$ cat config.mk
export PLATFORM = sky130hd
export DESIGN_NAME = dbus_mem_monitor
export DESIGN_NICKNAME = d
export VERILOG_FILES = /design/src/rtl/kudu_dv_pkg.sv /design/src/rtl/dv_sync_fifo.sv /design/src/rtl/dbus_mem_monitor.sv
export SDC_FILE = /design/constraint.sdc
export NUM_CORES = 1
export LEC_CHECK = 0
export BUFFER_PORTS_ARGS = -buffer_cell sky130_fd_sc_hd__buf_4
export CORE_MARGIN = 2
export CORE_UTILIZATION = 45
export DETAILED_ROUTE_END_ITERATION = 8
export PLACE_DENSITY = 0.63
export SYNTH_ARGS = -nofsm -noshare
export SYNTH_HDL_FRONTEND = slang
export SYNTH_SLANG_ARGS = --single-unit
$ cat constraint.sdc
create_clock -name clk -period 2.2 [get_ports clk]
set_input_delay 0.22 -clock clk [delete_from_list [all_inputs] [get_ports clk]]
set_output_delay 0.22 -clock clk [all_outputs]
set_load 0.02 [all_outputs]
$ cat src/rtl/kudu_dv_pkg.sv
// Shared types for the kudu data-bus verification monitors.
// Covers memory command info, tracked entries, monitor error codes and saturating helpers.
package kudu_dv_pkg;

    typedef struct packed {
        logic [31:0] addr;
        logic        we;
        logic        is_cap;
    } mem_cmd_t;

    typedef enum logic [2:0] {
        ERR_NONE     = 3'd0,
        ERR_UNSTABLE = 3'd1,
        ERR_ORDER    = 3'd2,
        ERR_SPUR     = 3'd3,
        ERR_OVF      = 3'd4
    } mon_err_e;

    // Timestamps are stored at full width; monitors truncate to their own LatW.
    localparam int unsigned MonTsW = 32;

    typedef struct packed {
        logic [31:0]       addr;
        logic              we;
        logic              is_cap;
        logic [MonTsW-1:0] ts;
    } mon_entry_t;

    function automatic logic [31:0] sat_add32(input logic [31:0] a, input logic [31:0] b);
        logic [32:0] s;
        s = {1'b0, a} + {1'b0, b};
        return s[32] ? 32'hFFFF_FFFF : s[31:0];
    endfunction

endpackage

$ cat src/rtl/dv_sync_fifo.sv
// Single-clock FIFO of an arbitrary type; Depth must be a power of two.
// A push and a pop in the same cycle are both honoured when the FIFO is full.
module dv_sync_fifo #(
    parameter type         T     = logic,
    parameter int unsigned Depth = 4
) (
    input  logic                   clk,
    input  logic                   rst_n,
    input  logic                   push,
    input  logic                   pop,
    input  T                       din,
    output T                       dout,
    output logic                   full,
    output logic                   empty,
    output logic [$clog2(Depth):0] count
);
    localparam int unsigned AW = $clog2(Depth);
    localparam int unsigned CW = AW + 1;

    T mem [Depth];
    logic [AW-1:0] wr_ptr, rd_ptr;
    logic do_push, do_pop;

    assign empty   = (count == '0);
    assign full    = (count == CW'(Depth));
    assign do_pop  = pop & ~empty;
    assign do_push = push & (~full | do_pop);
    assign dout    = mem[rd_ptr];

    always_ff @(posedge clk or negedge rst_n) begin
        if (!rst_n) begin
            wr_ptr <= '0;
            rd_ptr <= '0;
            count  <= '0;
        end else begin
            if (do_push) wr_ptr <= wr_ptr + AW'(1);
            if (do_pop)  rd_ptr <= rd_ptr + AW'(1);
            case ({do_push, do_pop})
                2'b10:   count <= count + CW'(1);
                2'b01:   count <= count - CW'(1);
                default: count <= count;
            endcase
        end
    end

    always_ff @(posedge clk) begin
        if (do_push) mem[wr_ptr] <= din;
    end

endmodule

$ cat src/rtl/dbus_mem_monitor.sv
// Passive checker on the core <-> data memory bus: request stability, response ordering,
// outstanding tracking, per-request watch flags, latency and traffic statistics.
//
//   state      | meaning
//   S_IDLE     | no request waiting for grant
//   S_WAIT_GNT | request seen without grant; fields latched and must hold until granted
module dbus_mem_monitor
    import kudu_dv_pkg::*;
#(
    parameter int unsigned MaxOutstanding = 4,
    parameter logic [31:0] WatchBase      = 32'h8003_0000,
    parameter logic [31:0] WatchSize      = 32'h0000_1000,
    parameter int unsigned LatW           = 16
) (
    input  logic        clk,
    input  logic        rst_n,
    input  logic        data_req,
    input  logic        data_gnt,
    input  logic        data_rvalid,
    input  logic        data_we,
    input  logic [3:0]  data_be,
    input  logic        data_is_cap,
    input  logic [31:0] data_addr,
    input  logic        data_err,
    input  mem_cmd_t    data_resp_info,
    output logic [7:0]  data_flag,
    input  logic        stat_print_req,
    output logic        proto_err_o,
    output logic [2:0]  err_code_o,
    output logic [2:0]  outstanding_o
);
    localparam int unsigned CntW = $clog2(MaxOutstanding) + 1;

    typedef enum logic {
        S_IDLE     = 1'b0,
        S_WAIT_GNT = 1'b1
    } req_state_e;

    req_state_e state_q, state_d;
    logic latch_en, unstable, fields_diff;
    logic [31:0] lat_addr;
    logic        lat_we;
    logic [3:0]  lat_be;
    logic        lat_is_cap;

    logic [LatW-1:0] ts_q, lat, lat_max;
    logic [31:0] n_ld, n_st, n_cap, n_err, n_rsp, lat_sum;

    logic accept, fifo_push, fifo_pop, fifo_full, fifo_empty;
    logic [CntW-1:0] fifo_count;
    mon_entry_t push_entry, head;

    logic err_ovf, err_spur, err_order, err_any;
    mon_err_e err_code_d, err_code_q;
    logic proto_err_q;

    logic [32:0] addr_ext, win_lo, win_hi;
    logic in_window;

    // Window compare is one bit wider so a window ending at 2^32 does not wrap.
    assign addr_ext  = {1'b0, data_addr};
    assign win_lo    = {1'b0, WatchBase};
    assign win_hi    = win_lo + {1'b0, WatchSize};
    assign in_window = (WatchSize != '0) && (addr_ext >= win_lo) && (addr_ext < win_hi);

    always_comb begin
        data_flag = '0;
        if (data_req) begin
            data_flag[0] = in_window;
            data_flag[1] = data_is_cap && (data_addr[2:0] != 3'b000);
        end
    end

    assign fields_diff = (data_addr != lat_addr) || (data_we != lat_we) ||
                         (data_be != lat_be) || (data_is_cap != lat_is_cap);

    always_comb begin
        state_d  = state_q;
        latch_en = 1'b0;
        unstable = 1'b0;
        case (state_q)
            S_IDLE: begin
                if (data_req && !data_gnt) begin
                    state_d  = S_WAIT_GNT;
                    latch_en = 1'b1;
                end
            end
            S_WAIT_GNT: begin
                if (!data_req || fields_diff) begin
                    unstable = 1'b1;
                    state_d  = S_IDLE;
                end else if (data_gnt) begin
                    state_d = S_IDLE;
                end
            end
            default: state_d = S_IDLE;
        endcase
    end

    always_ff @(posedge clk or negedge rst_n) begin
        if (!rst_n) begin
            state_q    <= S_IDLE;
            lat_addr   <= '0;
            lat_we     <= 1'b0;
            lat_be     <= '0;
            lat_is_cap <= 1'b0;
        end else begin
            state_q <= state_d;
            if (latch_en) begin
                lat_addr   <= data_addr;
                lat_we     <= data_we;
                lat_be     <= data_be;
                lat_is_cap <= data_is_cap;
            end
        end
    end

    assign accept     = data_req & data_gnt;
    assign fifo_pop   = data_rvalid & ~fifo_empty;
    assign fifo_push  = accept;
    assign push_entry = '{addr: data_addr, we: data_we, is_cap: data_is_cap, ts: MonTsW'(ts_q)};

    dv_sync_fifo #(
        .T     (mon_entry_t),
        .Depth (MaxOutstanding)
    ) u_fifo (
        .clk   (clk),
        .rst_n (rst_n),
        .push  (fifo_push),
        .pop   (fifo_pop),
        .din   (push_entry),
        .dout  (head),
        .full  (fifo_full),
        .empty (fifo_empty),
        .count (fifo_count)
    );

    // Modular subtraction keeps latency correct across timestamp wrap.
    assign lat = LatW'(MonTsW'(ts_q) - head.ts);

    assign err_ovf   = accept & fifo_full & ~data_rvalid;
    assign err_spur  = data_rvalid & fifo_empty;
    assign err_order = fifo_pop & ({data_resp_info.addr, data_resp_info.we, data_resp_info.is_cap}
                                   != {head.addr, head.we, head.is_cap});
    assign err_any   = err_ovf | err_spur | err_order | unstable;

    always_comb begin
        err_code_d = ERR_NONE;
        if (err_ovf)        err_code_d = ERR_OVF;
        else if (err_spur)  err_code_d = ERR_SPUR;
        else if (err_order) err_code_d = ERR_ORDER;
        else if (unstable)  err_code_d = ERR_UNSTABLE;
    end

    always_ff @(posedge clk or negedge rst_n) begin
        if (!rst_n) begin
            proto_err_q <= 1'b0;
            err_code_q  <= ERR_NONE;
        end else if (!proto_err_q && err_any) begin
            proto_err_q <= 1'b1;
            err_code_q  <= err_code_d;
        end
    end

    always_ff @(posedge clk or negedge rst_n) begin
        if (!rst_n) begin
            ts_q    <= '0;
            n_ld    <= '0;
            n_st    <= '0;
            n_cap   <= '0;
            n_err   <= '0;
            n_rsp   <= '0;
            lat_sum <= '0;
            lat_max <= '0;
        end else begin
            ts_q <= ts_q + LatW'(1);
            if (accept && !data_we)     n_ld  <= sat_add32(n_ld, 32'd1);
            if (accept && data_we)      n_st  <= sat_add32(n_st, 32'd1);
            if (accept && data_is_cap)  n_cap <= sat_add32(n_cap, 32'd1);
            if (data_rvalid && data_err) n_err <= sat_add32(n_err, 32'd1);
            if (fifo_pop) begin
                n_rsp   <= sat_add32(n_rsp, 32'd1);
                lat_sum <= sat_add32(lat_sum, 32'(lat));
                if (lat > lat_max) lat_max <= lat;
            end
        end
    end

    assign proto_err_o   = proto_err_q;
    assign err_code_o    = err_code_q;
    assign outstanding_o = 3'(fifo_count);

`ifndef SYNTHESIS
    always @(posedge clk) begin
        if (rst_n) begin
            if (err_ovf)   $display("%m: protocol error code=%0d (overflow) addr=%08h", ERR_OVF, data_addr);
            if (err_spur)  $display("%m: protocol error code=%0d (spurious rvalid)", ERR_SPUR);
            if (err_order) $display("%m: protocol error code=%0d (order) resp=%08h head=%08h",
                                    ERR_ORDER, data_resp_info.addr, head.addr);
            if (unstable)  $display("%m: protocol error code=%0d (unstable request)", ERR_UNSTABLE);
            if (stat_print_req)
                $display("%m: stats ld=%0d st=%0d cap=%0d err=%0d max_lat=%0d avg_lat=%0d outstanding=%0d",
                         n_ld, n_st, n_cap, n_err, lat_max,
                         (n_rsp != 0) ? lat_sum / n_rsp : 32'd0, fifo_count);
        end
    end
`endif

endmodule

Word level (Yosys, flattened, before mapping)
Memory sizes are Yosys's and may differ from the RTL's.
Index checks and enable logic that the tools add are counted.

word-level totals
  register bits after elaboration = 66
  bits in writable memories = 200
  input bits = 79
  output and inout bits = 15
  word-level logic and storage cells = 72
  memories = 1

operators by class
  add/subtract/negate cells = 5
  magnitude comparators = 2
  equal/unequal tests = 8
  mux-type cells = 15
  bitwise logic cells = 16
  reductions and logical operators = 14

memories
  memory      depth  bits a word  read ports  clocked after memory_dff  write ports  RTL line            text
  u_fifo.mem  4      50           1           0                         1            dv_sync_fifo.sv:20  T mem [Depth];

operators with widths
  kind                     number
  $ne A34 B34 Y1           1
  $ge A32 B32 Y1 const B   1
  $lt A32 B32 Y1 const B   1
  $ne A32 B32 Y1           1
  $add A16 B1 Y16 const B  1
  $mux W1                  9
  $and A1 B1 Y1            8
  $mux W2                  3
  $pmux W3 S2              1
  $add A2 B1 Y2 const B    2
  $logic_and A1 B1 Y1      4
  $logic_or A1 B1 Y1       4
  $ne A4 B4 Y1             1
  $not A1 Y1               4
  $or A1 B1 Y1             4
  $add A3 B1 Y3 const B    1
  $eq A3 B3 Y1 const B     1
  $logic_not A1 Y1         3
  $logic_not A3 Y1         1
  $mux W3                  1
  $reduce_bool A3 Y1       1
  $sub A3 B1 Y3 const B    1
  $eq A2 B1 Y1 const B     1
  $eq A2 B2 Y1 const B     1
  3 further kinds          4

Longest topological paths before layout
Gate-level depths: netlist (run 1).

  word-level depth = 11
  depth in mapped cells = 9
  gate-level depth less buffers = 9

By module
A second synthesis (run 1) with hierarchy kept.

unflattened totals
  cells, all modules = 661
  area, all modules = 13171.4 um^2

modules (own cells, without submodules)
  module            times used  cells each  area an instance (um^2)  sequential area each (um^2)
  dv_sync_fifo      1           383         9938.3                   8102.8
  dbus_mem_monitor  1           278         3233.1                   1476.4

Worst setup path before layout (run 1)
Ideal clock, no wire load.

  kind = flip-flop to flip-flop
  from = reg u_fifo.rd_ptr[1]
  to = reg proto_err_q (netlist: proto_err_o)
  library setup time = 131 ps
  arrival = 2169 ps
  required time = 2069 ps
  setup slack = -100 ps
  cell stages (with the launch flop) = 10
  path buffers = 3
  period minus slack after synthesis = 2300 ps
  cells stage by stage = dfrtp_1 -> buf_2 -> buf_2 -> buf_2 -> mux4_2 -> xnor2_1 -> nand4_1 -> nor4_2 -> a31oi_1 -> or3_1

between the ends
  word-level cells in the longest chain between the ends = 6

RTL lines
  item                        RTL line                 text
  from (decl)                 dv_sync_fifo.sv:21       logic [AW-1:0] wr_ptr, rd_ptr;
  from (signal assigned)      dv_sync_fifo.sv:37       if (do_pop) rd_ptr <= rd_ptr + AW'(1);
  $mem_v2 Z4 W50              --
  $ne A34 B34 Y1              dbus_mem_monitor.sv:144  != {head.addr, head.we, head.is_cap});
  $and A1 B1 Y1               dbus_mem_monitor.sv:143  assign err_order = fifo_pop & ({data_resp_info.addr, data_resp_info.we, data_resp_info.is_cap}
  $or A1 B1 Y1 (2 in series)  dbus_mem_monitor.sv:145  assign err_any = err_ovf | err_spur | err_order | unstable;
  $logic_and A1 B1 Y1         dbus_mem_monitor.sv:159  end else if (!proto_err_q && err_any) begin
  to (signal assigned)        dbus_mem_monitor.sv:157  proto_err_q <= 1'b0;
  to (signal assigned)        dbus_mem_monitor.sv:160  proto_err_q <= 1'b1;
  to (decl)                   dbus_mem_monitor.sv:55   logic proto_err_q;

No other way between the ends.
A chain may end at the register's enable or synchronous reset.

Final worst setup path (run 1)
  from = reg u_fifo.rd_ptr[0]
  to = reg proto_err_q (netlist: proto_err_o)

Same word-level chain as after synthesis.

==> results.yml, run 1 <==
outcome:
  outcome: "complete, but fails checks"
  violations: "setup timing"
logic_synthesis:
  synthAdderAreaFrac_pct: 1.04
  synthMuxAreaShare_pct: 14.9
  synth_cells: 464
  synth_common_cells: "edfxtp_1 (136), xnor2_1 (74), dfrtp_1 (50)"
  syn_area_um2: 7970
  synth_most_common_cell: "edfxtp_1"
  synthSimpleGateAreaFrac_pct: 4.33
  synth_top_family_by_area: "multiplexers"
  synthFlopType: "edfxtp_1"
  synthArstFlopShare_pct: 26.9
  yosys_warnings: 0
  synth_area_leaders: "edfxtp_1 (51%), dfrtp_1 (16%), xnor2_1 (8.1%)"
  ys_ff_latch: 186
  synth_top_area_share_pct: 51.2
  ys_seq_area_share_pct: 66.9
  synth_area_leader_cell: "edfxtp_1"
  synthXorXnorAreaFrac_pct: 8.90
  synth_compound_area_share_pct: 1.68
  syn_area_per_cell_um2: 17.2
  synth_edf_count: 136
  yosysUniqueCellTypes: 44
clocking:
  max-clock-path-buffers: 2
  cts_tree: "yes"
  path_clk_slew_ns: 0.07
  clock_latency_ns: 0.43
  clockRootBuffer: "clkbuf_16"
  clock-sinks: 186
  h-tree-depth: 4
  cts_buffers: 17
pwr:
  leakage_nw: 3.60
  p_per_area_nw_per_um2: 1060
  peakVddDrop_v: 0.000527
worst_setup_path:
  reg2reg_from: "u_fifo.rd_ptr[0]$_DFFE_PN0P_"
  cp.arrival_ns: 3.03
  crit_path_start: "u_fifo.rd_ptr[0]$_DFFE_PN0P_"
  cp_max_fo: 7
  crit_path_start_kind: "flop"
  critPathKind: "reg -> reg"
  cp-end-kind: "flop"
  required_ns: 2.51
  cp_common_cell: "buf_4"
  crit_path_top_delay_cell: "mux4_2"
  crit_chain: "buf_12 > buf_4 > mux4_2 > xnor2_2 > buf_4 > o211ai_1 > nor4b_4 > buf_4 > a31oi_4 > or3_1"
  cpPeakStageDelay_ns: 0.53
placement:
  hpwl_mm: 12.2
  port_buffers: 85
  gp_congestion: 0.771
  post-place-ws_ns: -0.550
worst_hold_path:
  hold_class: "in -> reg"
  worstHoldStart: "data_addr[7]"
timing:
  fmax_ghz: 0.367
  hold_viol_final: 0
  worst_slew_pin_slew_ns: 0.677
  rsz0062_at_grt: "true"
  worst_slack_ns: -0.525
  fin_skew_ns: 0.0154
  min_period_ns: 2.72
  fin_crit_sh_pct: 124
  setup_viol: 4
  tns_ns: -1.80
  slew_headroom_pct: 54.9
  slew_viol_final: 0
routing:
  drc: 0
  ant_nets: 0
  first_pass_iters: 4
  wl_mm: 17.5
  drt_iter0_markers: 239
  wire_per_inst_um: 21.0
  post_drt_via_cell_ratio: 5.29
  dr_total_vias: 4414
grt:
  antenna_found_initial: 0
  grt_pass1_vias: 4626
  grt_max_degree: 51
  grt_util_all_layers_pct: 20.0
  grt-ovfl-total: 0
  grt_pass1_wl_mm: 26.6
floorplanning:
  die_w_um: 137
  std_cell_rows: 48
  start_util_pct: 46.1
  die_y_um: 137
  num_io_pins: 94
  die_area_um2: 18800
  core_um2: 17300
cells_and_area:
  synthToLayoutAreaGrowth_pct: 23.7
  final_nets: 683
  n_antenna_cell: 0
  layout-drive-gt1-share_pct: 38.5
job:
  drv_cap: 0
state kept, by name (all words and copies together), names as in the netlist:
signal,flops
u_fifo.mem,136
lat_addr,32
lat_be,4
err_code_o,3
u_fifo.count,3
u_fifo.rd_ptr,2
u_fifo.wr_ptr,2
lat_is_cap,1
lat_we,1
proto_err_o,1
state_q,1
worst max-delay path: cells and delay by family, from the launching register on:
family / cells / cell delay (ns)
and+or+nand+nor: 2 / 0.65
xor gates and xnor gates: 1 / 0.17
DFF: 1 / 0.39
AOI/OAI and AO/OA: 2 / 0.25
muxes: 1 / 0.53
buffers and inverters: 4 / 0.62
per-stage QoR:
step / instances / area (um2) / util, % / hold slack [ns] / power [mW]
after global routing: 835 / 9860 / 57.0 / 0.00166 / 11.0
after detailed placement: 794 / 9110 / 52.7 / 0.310 / 7.53
after CTS: 831 / 9740 / 56.3 / 0.000483 / 10.5
after global placement: 794 / 9110 / 52.7 / 0.303 / 7.45
after floorplan: 469 / 8010 / - / -0.0756 / 6.54
final: 835 / 9860 / 57.0 / 0.0167 / 10.5
worst paths after layout:
check                                               endpoint  slack [ns]  cells after the start
min in group asynchronous        u_fifo.count[2]$_DFFE_PN0P_        0.36                      2
max in group asynchronous       u_fifo.rd_ptr[1]$_DFFE_PN0P_        1.34                      2
worst min register to register      lat_addr[18]$_DFFE_PN0P_        0.51                      1
worst min-delay path             u_fifo.mem[0][25]$_DFFE_PP_        0.02                      1
worst max register to register       proto_err_o$_DFFE_PN0P_       -0.52                     10
worst max-delay path                 proto_err_o$_DFFE_PN0P_       -0.52                     10
power by group:
group	internal, mW	total, mW	leakage [nW]	switching (mW)
Sequential	4.25	4.47	1.82	0.222
Combinational	1.72	3.19	1.53	1.47
Clock	1.56	2.84	0.257	1.28
Total	7.53	10.5	3.60	2.97
cell usage in the layout, fill, tap and decap left out, types with 3 or more instances in the layout:
master      count
inv_6           3
mux2_1          9
nor4_1          3
xnor2_2         6
edfxtp_1      136
ha_1            5
nand4_1        15
mux2_2         30
clkinv_1        3
buf_12          5
nor2_1          8
nand3_1         5
clkinvlp_4      4
nand2_1         5
xor2_1          7
dfrtp_1        47
dfrtp_2         3
and2_2          4
clkbuf_16      17
conb_1          6
inv_1          12
nor3_1          4
mux2i_1        14
mux4_2         27
buf_4         120
a21oi_1         6
nor4b_1         3
xnor2_1        68
cells by family (layout without fill, tap and decap cells):
group | count (synthesis) | after routing
muxes | 80 | 80
and+or+nand+nor | 59 | 59
AOI/OAI and AO/OA | 20 | 20
adders and majority gates | 6 | 6
DFF | 186 | 186
xor gates and xnor gates | 81 | 81
buffers and inverters | 31 | 172
other | 1 | 6
final cells by class:
class	count	area, um2
Fill cell	1351	7430
Sequential cell	186	5340
Multi-Input combinational cell	252	2610
Timing Repair Buffer	129	1040
Clock buffer	17	425
Tap cell	225	282
Clock inverter	14	123
Inverter	12	45.0
metal layers:
metal  track usage (%)  vias to the layer above  wire, um
met2              32.6                      116      8640
met5                 0                        -         0
met4              5.33                        0       186
li1                  -                     2018         -
met3              4.70                       15       675
met1              27.1                     2265      8010
timing repair:
item                                    4_1_cts  5_1_grt
pin swaps                                     2       12
gates cloned                                  0        0
buffers inserted                              4        7
gates resized for setup                       7       16
endpoints found under the setup margin        4        5
hold buffers                                  2        0
endpoints found under the hold margin        51        0
Power figures use the tool's default switching activity.
==> run 2: changes to the inputs <==
--- a/config.mk
+++ b/config.mk
@@ -9,7 +9,7 @@
 export CORE_MARGIN = 2
 export CORE_UTILIZATION = 45
 export DETAILED_ROUTE_END_ITERATION = 8
-export PLACE_DENSITY = 0.63
+export PLACE_DENSITY = 0.6
 export SYNTH_ARGS = -nofsm -noshare
 export SYNTH_HDL_FRONTEND = slang
 export SYNTH_SLANG_ARGS = --single-unit
==> constraint.sdc (replaced) <==
create_clock -name clk -period 3.42 [get_ports clk]
set_input_delay 0.342 -clock clk [delete_from_list [all_inputs] [get_ports clk]]
set_output_delay 0.342 -clock clk [all_outputs]
set_load 0.02 [all_outputs]
==> run 2 against run 1 <==
The flow now finishes without violations. Clock power fell by 34%. Combinational power fell by 45%. Design area fell by 3.7%. Global-route usage fell by 1.4 points. Sequential power fell by 35%. Worst setup slack improved by 1.0 ns. Count of clock-buffer cells in the layout did not move. Routed wire length fell by 5.5%. Register-to-register slack improved by 1.0 ns. Die area did not move. Critical path depth fell by 2. Total power fell by 38%.
==> results.yml, run 2 (synthesis results as in run 1) <==
outcome:
  outcome: "finished, final reports clean"
timing:
  worst_slew_pin_slew_ns: 0.667
  rsz0062_at_grt: "false"
  hold_viol_final: 0
  fin_skew_ns: 0.00774
  fmax_ghz: 0.340
  worst_slack_ns: 0.477
  slew_viol_final: 0
  fin_crit_sh_pct: 86.0
  setup_viol: 0
  min_period_ns: 2.94
  tns_ns: 0
  slew_headroom_pct: 55.5
routing:
  drc: 0
  post_drt_via_cell_ratio: 5.29
  drt_iter0_markers: 286
  first_pass_iters: 4
  dr_total_vias: 4270
  wl_mm: 16.5
  wire_per_inst_um: 20.5
  ant_nets: 0
grt:
  grt_util_all_layers_pct: 18.6
  grt_pass1_vias: 4362
  grt_max_degree: 51
  grt_pass1_wl_mm: 24.7
  antenna_found_initial: 0
  grt-ovfl-total: 0
worst_hold_path:
  worstHoldStart: "data_addr[10]"
  hold_class: "in -> reg"
cells_and_area:
  largest_reg_flops: 136
  n_antenna_cell: 0
  final_common_cell: "edfxtp_1"
  final_nets: 654
  ff_latch_area_um2: 5340
  synthToLayoutAreaGrowth_pct: 19.2
  layout.cells.most_common_list: "edfxtp_1 (136), buf_4 (96), xnor2_1 (74)"
  multi_input_area_um2: 2490
  nFillCells: 1416
  layout-drive-gt1-share_pct: 33.3
  regMostFlops: "u_fifo.mem"
  largestRegisters: "u_fifo.mem: 136 flops, lat_addr: 32 flops, lat_be: 4 flops"
pwr:
  internal_power_mw: 4.60
  peakVddDrop_v: 0.000389
  p_per_area_nw_per_um2: 687
  combinationalPowerShare_pct: 26.9
  clockPowerShare_pct: 28.6
  leakage_nw: 3.40
  p_switching_mw: 1.93
  seqPwrFrac_pct: 44.5
  switching_share_pct: 29.6
floorplanning:
  die_w_um: 137
  std_cell_rows: 48
  die_y_um: 137
  core_um2: 17300
  die_area_um2: 18800
  num_io_pins: 94
  start_util_pct: 46.1
worst_setup_path:
  cp.depth: 8
  cpPeakStageDelay_ns: 0.68
  crit_path_start: "u_fifo.rd_ptr[0]$_DFFE_PN0P_"
  crit_path_top_delay_cell: "dfrtp_2"
  crit_family: "simple AND/OR/NAND/NOR gates"
  crit_end: "proto_err_o$_DFFE_PN0P_"
  required_ns: 3.73
  cp.arrival_ns: 3.25
  r2r-end: "proto_err_o$_DFFE_PN0P_"
  crit_chain: "buf_4 > mux4_2 > xnor2_1 > nand4_1 > nor4_2 > buf_4 > a31oi_1 > or3_1"
  crit_path_start_kind: "flop"
  cp_common_cell: "buf_4"
  reg2reg_depth: 8
  reg2reg_from: "u_fifo.rd_ptr[0]$_DFFE_PN0P_"
  critPathKind: "reg -> reg"
  cp_max_fo: 14
  cp-end-kind: "flop"
  r2r_setup_slack_ns: 0.48
  cp.buffers_inverters: 2
clocking:
  cts_buffers: 17
  clock-sinks: 186
  max-clock-path-buffers: 2
  clock_latency_ns: 0.44
  clockRootBuffer: "clkbuf_16"
  h-tree-depth: 4
  path_clk_slew_ns: 0.07
  postCtsSetupBuffers: 0
  cts_tree: "yes"
job:
  drv_cap: 0
placement:
  port_buffers: 85
  gp_congestion: 0.797
  post-place-ws_ns: 0.413
  hpwl_mm: 11.2
## run 2: worst min path at each step
| stage | end | slack [ns] | cells past startpoint |
|---|---|---|---|
| 2_1_floorplan | err_code_o[0]$_DFFE_PN0P_ | 0.05 | 0 |
| 3_3_place_gp | u_fifo.count[2]$_DFFE_PN0P_ | 0.41 | 1 |
| 5_1_grt | u_fifo.mem[0][28]$_DFFE_PP_ | 0.12 | 1 |
| 4_1_cts | u_fifo.mem[2][28]$_DFFE_PP_ | 0.11 | 1 |
| 6_report | u_fifo.mem[0][28]$_DFFE_PP_ | 0.13 | 1 |
| 3_5_place_dp | u_fifo.count[2]$_DFFE_PN0P_ | 0.42 | 1 |
## run 2: routing by layer
layer	part of all wire, %	wire length (um)	GRT usage, %	vias up
li1	-	-	-	1960
met1	45	7450	24.8	2189
met2	49	8080	30.0	99
met3	4.0	662	3.89	22
met4	2.1	346	7.62	0
met5	0	0	0	-
## run 2: power by group through the flow
stage	logic [mW]	registers (mW)	clock network, mW
after floorplan	1.30	2.90	0
after global placement	1.75	2.94	0
after detailed placement	1.79	2.96	0
after CTS	1.80	2.91	1.90
after global routing	1.90	2.94	2.00
final	1.76	2.91	1.87
## run 2: worst register-to-register path: cells and delay by family, from the launching register on
kind	cells	cell delay [ns]
compound gates	1	0.14
buf+inv	2	0.42
flops	1	0.68
xor+xnor	1	0.21
mux	1	0.50
simple gates	3	0.87
## run 2: timing repair
action	in CTS	in global routing
endpoints found under the setup margin	0	0
hold buffers	1	0
endpoints found under the hold margin	50	0
resized for setup	0	0
## run 2: through the flow
| stage | utilization [%] | cell area [um2] | power (mW) | std cells | hold WS [ns] |
|---|---|---|---|---|---|
| final | 54.9 | 9500 | 6.53 | 807 | 0.132 |
| after global routing | 54.9 | 9500 | 6.84 | 807 | 0.115 |
| after CTS | 54.9 | 9500 | 6.61 | 807 | 0.115 |
| after detailed placement | 51.6 | 8930 | 4.75 | 774 | 0.421 |
| after global placement | 51.6 | 8930 | 4.70 | 774 | 0.414 |
| after floorplan | - | 7990 | 4.20 | 469 | 0.0464 |
## run 2: area by class of cell
cell class	instances	share of cell area (%)
Sequential cell	186	56.2
Multi-Input combinational cell	252	26.2
Timing Repair Buffer	100	8.32
Clock buffer	17	4.48
Tap cell	225	2.96
Clock inverter	15	1.38
Inverter	12	0.474
==> run 3: changes to the inputs <==
--- a/config.mk
+++ b/config.mk
@@ -8,6 +8,7 @@
 export BUFFER_PORTS_ARGS = -buffer_cell sky130_fd_sc_hd__buf_4
 export CORE_MARGIN = 2
 export CORE_UTILIZATION = 45
+export CTS_BUF_LIST = sky130_fd_sc_hd__clkbuf_8
 export DETAILED_ROUTE_END_ITERATION = 8
 export PLACE_DENSITY = 0.6
 export SYNTH_ARGS = -nofsm -noshare
==> run 3 against run 2 <==
Register-to-register slack worse by 0.02 ns. Hold slack worse by 0.039 ns. Critical path depth stayed put. Sequential cell count stayed put. Global-route usage is 0.18 points lower. Largest cell class unchanged. Largest power group unchanged. Highest routed layer unchanged.
==> results.yml, run 3 (synthesis results as in run 1) <==
outcome:
  outcome: "finished, final reports clean"
worst_hold_path:
  hold_class: "in -> reg"
floorplanning:
  die_w_um: 137
  core_um2: 17300
  die_area_um2: 18800
  std_cell_rows: 48
  die_y_um: 137
  start_util_pct: 46.1
  num_io_pins: 94
timing:
  worst_slew_pin_slew_ns: 0.670
  min_period_ns: 2.96
  fmax_ghz: 0.337
  slew_headroom_pct: 55.4
  fin_skew_ns: 0.0106
  slew_viol_final: 0
  hold_viol_final: 0
  rsz0062_at_grt: "false"
  tns_ns: 0
  fin_crit_sh_pct: 86.7
  setup_viol: 0
cells_and_area:
  n_antenna_cell: 0
  synthToLayoutAreaGrowth_pct: 16.8
  final_util_pct: 53.8
  nFillCells: 1436
  regMostFlops: "u_fifo.mem"
  ff_latch_area_um2: 5340
  multi_input_area_um2: 2490
  layout-drive-gt1-share_pct: 33.3
  largest_reg_flops: 136
  layout.cells.most_common_list: "edfxtp_1 (136), buf_4 (96), xnor2_1 (74)"
  largestRegisters: "u_fifo.mem: 136 flops, lat_addr: 32 flops, lat_be: 4 flops"
  final_nets: 654
  final_common_cell: "edfxtp_1"
clocking:
  h-tree-depth: 4
  clock_latency_ns: 0.47
  cts_buffers: 17
  clockRootBuffer: "clkbuf_8"
  cts_tree: "yes"
  postCtsSetupBuffers: 0
  clock-sinks: 186
  path_clk_slew_ns: 0.10
  max-clock-path-buffers: 2
placement:
  port_buffers: 85
  gp_congestion: 0.797
  hpwl_mm: 11.2
routing:
  post_drt_via_cell_ratio: 5.28
  wl_mm: 16.6
  first_pass_iters: 4
  drc: 0
  ant_nets: 0
  wire_per_inst_um: 20.5
  drt_iter0_markers: 274
  dr_total_vias: 4264
pwr:
  internal_power_mw: 4.17
  switching_share_pct: 30.9
  peakVddDrop_v: 0.000284
  leakage_nw: 3.31
  p_switching_mw: 1.86
  p_per_area_nw_per_um2: 648
  clockPowerShare_pct: 22.7
  seqPwrFrac_pct: 48.1
  combinationalPowerShare_pct: 29.1
worst_setup_path:
  cp_max_fo: 14
  crit_path_start_kind: "flop"
  cp_common_cell: "buf_4"
  critPathKind: "reg -> reg"
  crit_chain: "buf_4 > mux4_2 > xnor2_1 > nand4_1 > nor4_2 > buf_4 > a31oi_1 > or3_1"
  cpPeakStageDelay_ns: 0.70
  cp-end-kind: "flop"
  cp.arrival_ns: 3.31
  crit_path_top_delay_cell: "dfrtp_2"
  required_ns: 3.77
grt:
  grt_pass1_wl_mm: 24.6
  grt_pass1_vias: 4328
  grt_util_all_layers_pct: 18.4
  grt_max_degree: 51
  antenna_found_initial: 0
  grt-ovfl-total: 0
job:
  drv_cap: 0
-- run 3: per-layer routing --
| metal | vias to the layer above | routed length, um | GRT usage, % | part of all wire (%) |
|---|---|---|---|---|
| li1 | 1959 | - | - | - |
| met1 | 2180 | 7400 | 24.6 | 45 |
| met2 | 105 | 8120 | 29.9 | 49 |
| met3 | 20 | 737 | 3.89 | 4.5 |
| met4 | 0 | 300 | 6.93 | 1.8 |
| met5 | - | 0 | 0 | 0 |
-- run 3: power by group through the flow --
stage / Combinational (mW) / Clock, mW / Sequential, mW
floorplan: 1.30 / 0 / 2.90
global placement: 1.75 / 0 / 2.94
detailed placement: 1.79 / 0 / 2.96
CTS: 1.80 / 1.41 / 2.91
global route: 1.90 / 1.50 / 2.94
finish: 1.76 / 1.37 / 2.90
-- run 3: critical path, delay by kind of cell (launching register included) --
family          cells  cell delay [ns]
buf+inv             2             0.41
mux                 1             0.50
compound gates      1             0.14
flops               1             0.70
xor+xnor            1             0.21
simple gates        3             0.88
-- run 3: repair_timing --
item                      in CTS  in global routing
hold endpoints to repair      50                  0
gates resized for setup        0                  0
hold buffers                   1                  0
-- run 3: through the flow --
step	power, mW	setup slack (ns)	instance area [um2]	instances	hold WS (ns)
6_report	6.03	0.456	9310	807	0.0937
3_3_place_gp	4.70	0.446	8930	774	0.414
2_1_floorplan	4.20	1.12	7990	469	0.0464
4_1_cts	6.12	0.375	9310	807	0.0604
5_1_grt	6.34	0.283	9310	807	0.0670
3_5_place_dp	4.75	0.413	8930	774	0.421
-- run 3: cell type report --
type / count / share of cell area [%]
clock buffers: 17 / 2.51
clock inverters: 15 / 1.41
inverters: 12 / 0.484
multi-input cells: 252 / 26.7
flip-flops and latches: 186 / 57.3
well taps: 225 / 3.02
repair buffers: 100 / 8.49
-- run 3: final timing paths --
path / depth (start not counted) / from / endpoint / slack [ns]
max reg2reg: 8 / u_fifo.rd_ptr[0]$_DFFE_PN0P_ / proto_err_o$_DFFE_PN0P_ / 0.46
max in group asynchronous: 2 / rst_n / u_fifo.rd_ptr[0]$_DFFE_PN0P_ / 2.49
max: 8 / u_fifo.rd_ptr[0]$_DFFE_PN0P_ / proto_err_o$_DFFE_PN0P_ / 0.46
min: 1 / data_addr[10] / u_fifo.mem[0][28]$_DFFE_PP_ / 0.09
min reg2reg: 1 / lat_addr[14]$_DFFE_PN0P_ / lat_addr[14]$_DFFE_PN0P_ / 0.52
min in group asynchronous: 2 / rst_n / lat_be[0]$_DFFE_PN0P_ / 0.45
